File: config.mk
export PLATFORM = sky130hd
export DESIGN_NAME = sram_req_ctrl
export DESIGN_NICKNAME = d
export VERILOG_FILES = /design/src/rtl/sram_pkg.sv /design/src/rtl/sram_rsp_fifo.sv /design/src/rtl/sram_req_ctrl.sv
export SDC_FILE = /design/constraint.sdc
export NUM_CORES = 1
export LEC_CHECK = 0
export BUFFER_PORTS_ARGS = -buffer_cell sky130_fd_sc_hd__clkbuf_2
export CAP_MARGIN = 20
export CORE_ASPECT_RATIO = 0.6
export CORE_MARGIN = 3
export CORE_UTILIZATION = 43
export CTS_CLUSTER_SIZE = 40
export DETAILED_ROUTE_END_ITERATION = 16
export GPL_TIMING_DRIVEN = 0
export HOLD_SLACK_MARGIN = 0.1
export PLACE_DENSITY_LB_ADDON = 0.2
export SLEW_MARGIN = 10
export SYNTH_ARGS = -nofsm -noshare
export SYNTH_HDL_FRONTEND = slang
export SYNTH_HIERARCHICAL = 1
export SYNTH_SLANG_ARGS = --single-unit
File: constraint.sdc
create_clock -name clk -period 3.22 [get_ports clk]
set_input_delay 0.161 -clock clk [delete_from_list [all_inputs] [get_ports clk]]
set_output_delay 0.161 -clock clk [all_outputs]
set_load 0.02 [all_outputs]
File: src/rtl/sram_pkg.sv
// Shared SRAM bus defaults and small helpers for the request controller
// and any SRAM model that pairs with it.
package sram_pkg;

    localparam int unsigned SRAM_ADDR_WIDTH = 8;
    localparam int unsigned SRAM_DATA_WIDTH = 32;

    localparam int unsigned RSP_DEPTH_MIN = 2;
    localparam int unsigned RSP_DEPTH_MAX = 16;

    // Increment a buffer pointer, wrapping at depth (depth need not be a power of two).
    function automatic int unsigned wrap_inc(input int unsigned ptr, input int unsigned depth);
        return ((ptr + 32'd1) >= depth) ? 32'd0 : (ptr + 32'd1);
    endfunction

endpackage

File: src/rtl/sram_rsp_fifo.sv
// Read-response buffer: circular store with occupancy count and
// pointers that wrap modulo the configured depth.
module sram_rsp_fifo
    import sram_pkg::*;
#(
    parameter int unsigned DATA_WIDTH = SRAM_DATA_WIDTH,
    parameter int unsigned RSP_DEPTH  = 2
) (
    input  logic                               clk,
    input  logic                               rst,
    input  logic                               push,
    input  logic                               pop,
    input  logic [DATA_WIDTH-1:0]              din,
    output logic [DATA_WIDTH-1:0]              dout,
    output logic [$clog2(RSP_DEPTH + 1)-1:0]   count
);

    localparam int unsigned CNT_W = $clog2(RSP_DEPTH + 1);
    localparam int unsigned PTR_W = $clog2(RSP_DEPTH);

    logic [DATA_WIDTH-1:0] mem [RSP_DEPTH];
    logic [PTR_W-1:0]      wr_ptr;
    logic [PTR_W-1:0]      rd_ptr;
    logic                  empty;
    logic                  full;
    logic                  do_push;
    logic                  do_pop;

    assign empty   = (count == '0);
    assign full    = (count == CNT_W'(RSP_DEPTH));
    assign do_pop  = pop && !empty;
    // Upstream credit gating keeps push-when-full from ever happening.
    assign do_push = push && (!full || do_pop);

    // Pointer and occupancy state
    always_ff @(posedge clk) begin
        if (rst) begin
            wr_ptr <= '0;
            rd_ptr <= '0;
            count  <= '0;
        end else begin
            if (do_push) begin
                wr_ptr <= PTR_W'(wrap_inc(32'(wr_ptr), RSP_DEPTH));
            end
            if (do_pop) begin
                rd_ptr <= PTR_W'(wrap_inc(32'(rd_ptr), RSP_DEPTH));
            end
            case ({do_push, do_pop})
                2'b10:   count <= count + CNT_W'(1);
                2'b01:   count <= count - CNT_W'(1);
                default: count <= count;
            endcase
        end
    end

    // Storage carries no reset; validity is tracked by count alone.
    always_ff @(posedge clk) begin
        if (do_push) begin
            mem[wr_ptr] <= din;
        end
    end

    assign dout = mem[rd_ptr];

endmodule

File: src/rtl/sram_req_ctrl.sv
// Request front end for a single-port SRAM with registered read data;
// reads are buffered in a credit-controlled response FIFO.
module sram_req_ctrl
    import sram_pkg::*;
#(
    parameter int unsigned ADDR_WIDTH = SRAM_ADDR_WIDTH,
    parameter int unsigned DATA_WIDTH = SRAM_DATA_WIDTH,
    parameter int unsigned RSP_DEPTH  = 2
) (
    input  logic                  clk,
    input  logic                  rst,
    input  logic                  req_valid,
    output logic                  req_ready,
    input  logic                  req_we,
    input  logic [ADDR_WIDTH-1:0] req_addr,
    input  logic [DATA_WIDTH-1:0] req_wdata,
    output logic                  rsp_valid,
    input  logic                  rsp_ready,
    output logic [DATA_WIDTH-1:0] rsp_rdata,
    output logic                  sram_cs,
    output logic                  sram_rwb,
    output logic [ADDR_WIDTH-1:0] sram_addr,
    output logic [DATA_WIDTH-1:0] sram_wdata,
    input  logic [DATA_WIDTH-1:0] sram_rdata
);

    localparam int unsigned CNT_W = $clog2(RSP_DEPTH + 1);
    localparam int unsigned CRD_W = CNT_W + 1;

    if (RSP_DEPTH < RSP_DEPTH_MIN || RSP_DEPTH > RSP_DEPTH_MAX) begin : g_bad_depth
        $error("sram_req_ctrl: RSP_DEPTH must be in 2..16");
    end

    logic                  rd_pend;
    logic [CNT_W-1:0]      fifo_count;
    logic [DATA_WIDTH-1:0] fifo_dout;
    logic [CRD_W-1:0]      credit;
    logic                  req_fire;
    logic                  rd_fire;
    logic                  rsp_fire;

    // Credit counts both buffered responses and the read still in flight
    // inside the SRAM, so ready depends on registered state only.
    assign credit    = CRD_W'(fifo_count) + CRD_W'(rd_pend);
    assign req_ready = (credit < CRD_W'(RSP_DEPTH)) && !rst;

    assign req_fire  = req_valid && req_ready;
    assign rd_fire   = req_fire && !req_we;

    assign sram_cs    = req_fire;
    assign sram_rwb   = req_we;
    assign sram_addr  = req_addr;
    assign sram_wdata = req_wdata;

    assign rsp_valid = (fifo_count != '0) && !rst;
    assign rsp_rdata = rsp_valid ? fifo_dout : '0;
    assign rsp_fire  = rsp_valid && rsp_ready;

    // One-cycle marker aligning the SRAM's registered read data with the push.
    always_ff @(posedge clk) begin
        if (rst) begin
            rd_pend <= 1'b0;
        end else begin
            rd_pend <= rd_fire;
        end
    end

    sram_rsp_fifo #(
        .DATA_WIDTH (DATA_WIDTH),
        .RSP_DEPTH  (RSP_DEPTH)
    ) u_rsp_fifo (
        .clk   (clk),
        .rst   (rst),
        .push  (rd_pend),
        .pop   (rsp_fire),
        .din   (sram_rdata),
        .dout  (fifo_dout),
        .count (fifo_count)
    );

    // Outstanding reads can never exceed the buffer space.
    always_ff @(posedge clk) begin
        if (!rst) begin
            assert (credit <= CRD_W'(RSP_DEPTH));
        end
    end

endmodule

; Word level (Yosys, flattened, before mapping)
; Memories as Yosys holds them, arrays and structs flattened. A register that Yosys moved wholly into a read port is not among the register bits.
; Cells that the tools add are included.
[totals]
mem_count = 1
word_cells = 39
inputBits = 77
output_inout_bits = 76
ram_bits = 64
ff_bits = 5
[mem_list]
columns = name, words, word_bits, read_ports, rd_ports_with_merged_regs, write_ports, line_no
row1 = u_rsp_fifo.mem, 2, 32, 1, 1, 1, sram_rsp_fifo.sv:21  ; logic [DATA_WIDTH-1:0] mem [RSP_DEPTH];
[classes]
n_eq_ne = 3
n_lt_le_gt_ge = 3
mux = 8
reduce_logical = 15
add_sub_neg = 5
[ops]
columns = cell, count
row1 = 2-to-1 mux 32 bit, 1
row2 = logical AND 1 bit, 7
row3 = 2-to-1 mux 1 bit, 6
row4 = adder 1 x 1 -> 2 bit (second input constant), 2
row5 = equality test 2 bit (second input constant), 2
row6 = >= comparator 2 bit (second input constant), 2
row7 = logical NOT 1 bit, 4
row8 = one-hot mux 2 bit (2 select lines), 1
row9 = nonzero test 2 bit, 2
row10 = adder 2 x 1 -> 3 bit, 1
row11 = less-than comparator 3 x 2 -> 1 bit (second input constant), 1
row12 = adder 2 x 1 -> 2 bit (second input constant), 1
row13 = equality test 2 x 1 -> 1 bit (second input constant), 1
row14 = logical NOT 2 bit, 1
row15 = subtractor 2 x 1 -> 2 bit (second input constant), 1
row16 = logical OR 1 bit, 1

; Depth between registers and ports, before layout
[depth]
word_depth = 8
mapped_depth = 5
ltp_nobuf = 5

; Cells and area by module
; Netlist, hierarchy kept.
[by_module_without_submodules]
columns = mod, area_per_inst_um2, cells_per_inst, seq_area_each_um2, instances
row1 = sram_rsp_fifo, 2547.4, 128, 2021.9, 1
row2 = sram_req_ctrl, 676.9, 82, 20.0, 1

; Worst setup path after synthesis
; No wires, ideal clock.
[synth_path]
kind = register to register
startpoint = register u_rsp_fifo.count[0]
endpoint = memory u_rsp_fifo/mem[0][0] in the netlist's numbering (enable)
synth_period_minus_slack_ps = 2791
arrival_ps = 2370
setup_ps = 421
stages_incl_launch_ff = 5
required_ps = 2799
slack_ps = 429
path_cell_list = dfxtp_1 > o21ba_4 > and2_2 > o31ai_4 > nor2_1
[synth_between]
elab_chain_len = 8
word_cells_on_any_way = 12
[synth_rtl]
columns = element, line_no
row1 = start: declaration, sram_rsp_fifo.sv:15  ; output logic [$clog2(RSP_DEPTH + 1)-1:0] count
row2 = start signal: assignment, sram_rsp_fifo.sv:49  ; 2'b10: count <= count + CNT_W'(1);
row3 = start signal: assignment, sram_rsp_fifo.sv:50  ; 2'b01: count <= count - CNT_W'(1);
row4 = start signal: assignment, sram_rsp_fifo.sv:51  ; default: count <= count;
row5 = nonzero test 2 bit, sram_req_ctrl.sv:55  ; assign rsp_valid = (fifo_count != '0) && !rst;
row6 = logical AND 1 bit, sram_req_ctrl.sv:55
row7 = logical AND 1 bit, sram_req_ctrl.sv:57  ; assign rsp_fire = rsp_valid && rsp_ready;
row8 = named net rsp_fire, sram_req_ctrl.sv:40  ; logic rsp_fire;
row9 = logical AND 1 bit, sram_rsp_fifo.sv:31  ; assign do_pop = pop && !empty;
row10 = logical OR 1 bit, sram_rsp_fifo.sv:33  ; assign do_push = push && (!full || do_pop);
row11 = logical AND 1 bit, sram_rsp_fifo.sv:33
row12 = 2-to-1 mux 1 bit, sram_rsp_fifo.sv:58  ; if (do_push) begin
row13 = 2-to-1 mux 1 bit (not written as such), sram_rsp_fifo.sv:59  ; mem[wr_ptr] <= din;
row14 = end: declaration, sram_rsp_fifo.sv:21
; The timed path passes the listed nets, and every way through them passes these cells.

; Worst setup path after layout
[layout_path]
startpoint = register u_rsp_fifo.count[0]
endpoint = memory u_rsp_fifo/mem[0][3] in the netlist's numbering (enable)
; Same word-level chain as after synthesis.

==> run summary <==
The clock tree root driver cell was clkbuf_16. Input and output buffers added on the ports amount to 112. At the worst endpoint, the arrival time is 2.03 ns. The logs give 0 for the final hold violation count and 25 for the pin count of the biggest net entering global routing. The detailed router finished its first iteration with 75 violations. The latest clock arrival within the worst-skew pair came out at 0.33 ns.

After synthesis, the largest area contributor takes up 59.6% of total cell area. The detail route stage leaves a number of antenna-violating nets equal to 0. The final layout net count is 445. The starting density of the core was 46.3%; the leftover overflow at the end of global routing was 0. The critical path is of the flip-flop to flip-flop type. After layout, the worst setup slack is 1.21 ns. Of the cells placed in the final design, the portion with a size suffix greater than 1 is 63.3%. The core outline area is 6960 um2. The highest fanout seen on the critical path was 24. The first global-routing pass estimated 10.3 mm of wire.

The logs give 0.00673 ns for the worst clock skew on the final layout and 0 for the number of endpoints failing setup at the final stage. The number of different library cells used by synthesis comes to 28. In this run the register-to-register setup slack is 1.21 ns. The number of gates resized after CTS was 0. The largest single stage delay on the critical path is 0.52 ns. On the critical path the largest part of the delay comes from simple AND/OR/NAND/NOR gates. The worst path needs 2.01 ns of the cycle, external delays included.

The pin slew with the least headroom to its limit works out to 0.370 ns. Counting every net in the synthesized netlist gives 287. The die height came out at 73.1 um. A synthesized cell averages 15.4 um2. The worst-case setup slack after placement was 1.23 ns. Of the synthesized area, sequential elements account for 63.3%. The required time of the critical path came out at 3.25 ns.

The post-synthesis cell count was 210; the number of buffers created by CTS was 9. The path class of the lowest-slack min-delay path is input pin to flip-flop. The worst-case IR drop observed on VDD is 0.350 mV. The run finished with clean final reports.

The area growth from synthesis to layout is 41.2%. Setup repair after global routing left no endpoint under its margin. The run gives 0 as the total DRC errors in the routed layout.

The clock-pin slew reported for the worst setup and hold paths after clock tree synthesis is 0.05 ns. Of all cell types, the one taking the most synthesized area is edfxtp_1. Pin placement for this block handled 153 I/O pins. Via count: 2033. The worst setup path is captured at a flip-flop.

The maximum clock rate was 0.499 GHz; the average wire per standard cell was 14.2 um. The tools report the launching element type of the critical path as a flip-flop. The tools report the leakage power as 1.94 nW. In this run the horizontal extent of the chip is 118 um.

The combined global-route utilization of all metal layers was 15.9%; the buffer count from post-CTS setup fixing was 0. During synthesis, Yosys emitted a total of 6 warnings. The count of pins over their slew limit was 0; the area enclosed by the die boundary was 8610 um2. The slowest stage of the critical path belongs to the cell dfxtp_1. The total wire length was 6.70 mm; the cell row count was 23.

No sink is reached through more buffers than the 2 on the longest clock path. For this design the ratio of total power to cell area is 462 nW/um2. Across the run, the number of max-cap violations was 0.

Dividing the detail-routed via count by the number of cells gives 4.30. The tools report the post-detailed-placement half-perimeter wirelength as 4.59 mm. Walking the worst path, the cells encountered are o21ba_4, and2_2, o31ai_4, nor2_4, buf_12. The mapped netlist covers 3220 um2. Synthesis inferred 70 register bits. The initial antenna violation count was 0. The worst path buffer plus inverter count was 1. The run gives 75.3% as the worst max-slew margin expressed relative to the limit. The number of antenna diodes is 0, and the last weighted congestion value of the routability-driven placer is 0.702. The first detailed-routing pass took 4 iterations. CTS sink count: 70. In the post-synthesis netlist, the biggest area contributors are edfxtp_1, mux2_2, buf_4. The period utilization was 62.3%.

The H-tree was split into 3 levels. The via count of the first global-routing pass is 2106. TritonCTS built the clock tree. The final core area utilization was 65.4%. The run gives 534 as the filler cell count in the final layout.
[synthesized netlist by cell type (all sizes together)]
| master | number |
|---|---|
| o21ba | 1 |
| inv | 2 |
| nand2b | 1 |
| and3b | 1 |
| dfxtp | 6 |
| o21a | 1 |
| mux2 | 33 |
| clkbuf | 1 |
| a211oi | 1 |
| o21ai | 1 |
| edfxtp | 64 |
| nand2 | 1 |
| mux2i | 1 |
| buf | 47 |
| nor2b | 1 |
| and2 | 34 |
| o31ai | 1 |
| nor2 | 7 |
| a21oi | 3 |
| xor2 | 2 |
| nor3 | 1 |
[sequential cells by signal, indices dropped and copies added (netlist names), named ones only]
register,count
u_rsp_fifo/rd_ptr,1
rd_pend,1
u_rsp_fifo/count,2
u_rsp_fifo/mem,64
u_rsp_fifo/wr_ptr,1
[cell usage in the layout (no fill, tap or decap), types with 5 or more instances in the layout]
cell type | synthesis | layout
clkinv_1 | 0 | 5
nor2_1 | 7 | 5
buf_4 | 41 | 41
dfxtp_1 | 6 | 6
edfxtp_1 | 64 | 64
dlygate4sd3_1 | 0 | 33
and2_1 | 6 | 6
mux2_2 | 29 | 29
clkbuf_2 | 0 | 112
clkbuf_16 | 0 | 9
and2_4 | 24 | 24
[where the power goes]
group / internal (W) / total, W / switching (W)
registers: 0.00101 / 0.00102 / 0.00000748
logic: 0.000128 / 0.000243 / 0.000115
clock network: 0.000504 / 0.000838 / 0.000333
total: 0.00165 / 0.00210 / 0.000456
[cell type report]
class | count | area [um2] | share of cell area (%)
Clock buffer | 9 | 225 | 4.95
Inverter | 2 | 7.51 | 0.165
Clock inverter | 7 | 31.3 | 0.687
Tap cell | 100 | 125 | 2.75
Buffer | 48 | 360 | 7.92
Sequential cell | 70 | 2040 | 44.9
Multi-Input combinational cell | 90 | 830 | 18.2
Timing Repair Buffer | 147 | 931 | 20.5
[cell families after synthesis]
family / synth area share [%]
XOR/XNOR: 0.543
AO/OA/AOI/OAI: 2.41
buffers and inverters: 11.4
multiplexers: 12.0
flip-flops: 63.3
AND/OR/NAND/NOR: 10.4
[metal layers]
metal / global-route usage (%) / vias up / wire [um]
li1: - / 1017 / -
met1: 18.3 / 927 / 2810
met2: 26.5 / 83 / 3280
met3: 7.67 / 6 / 551
met4: 5.45 / 0 / 61
met5: 0 / - / 0
[stage by stage]
step	instances	hold WS [ns]	total power [W]	instance area (um2)	TNS, ns
4_1_cts	473	0.121	0.00213	4550	0
5_1_grt	473	0.134	0.00219	4550	0
3_3_place_gp	422	0.349	0.00124	3910	-32.58
2_1_floorplan	210	0.233	0.00117	3220	0
6_report	473	0.130	0.00210	4550	0
3_5_place_dp	424	0.353	0.00125	3970	0
[repair_timing]
item,4_1_cts,5_1_grt
hold buffers,33,0
endpoints found under the setup margin,0,0
hold endpoints to repair,65,0
[final timing paths]
kind	start	to	cells past startpoint
max reg2reg	u_rsp_fifo/count[0]	u_rsp_fifo/mem[0][3]	5
min	rst	u_rsp_fifo/rd_ptr	2
max	u_rsp_fifo/count[0]	u_rsp_fifo/mem[0][3]	5
min reg2reg	u_rsp_fifo/rd_ptr	u_rsp_fifo/rd_ptr	2
Note: power is estimated with default switching activity, not from simulation.
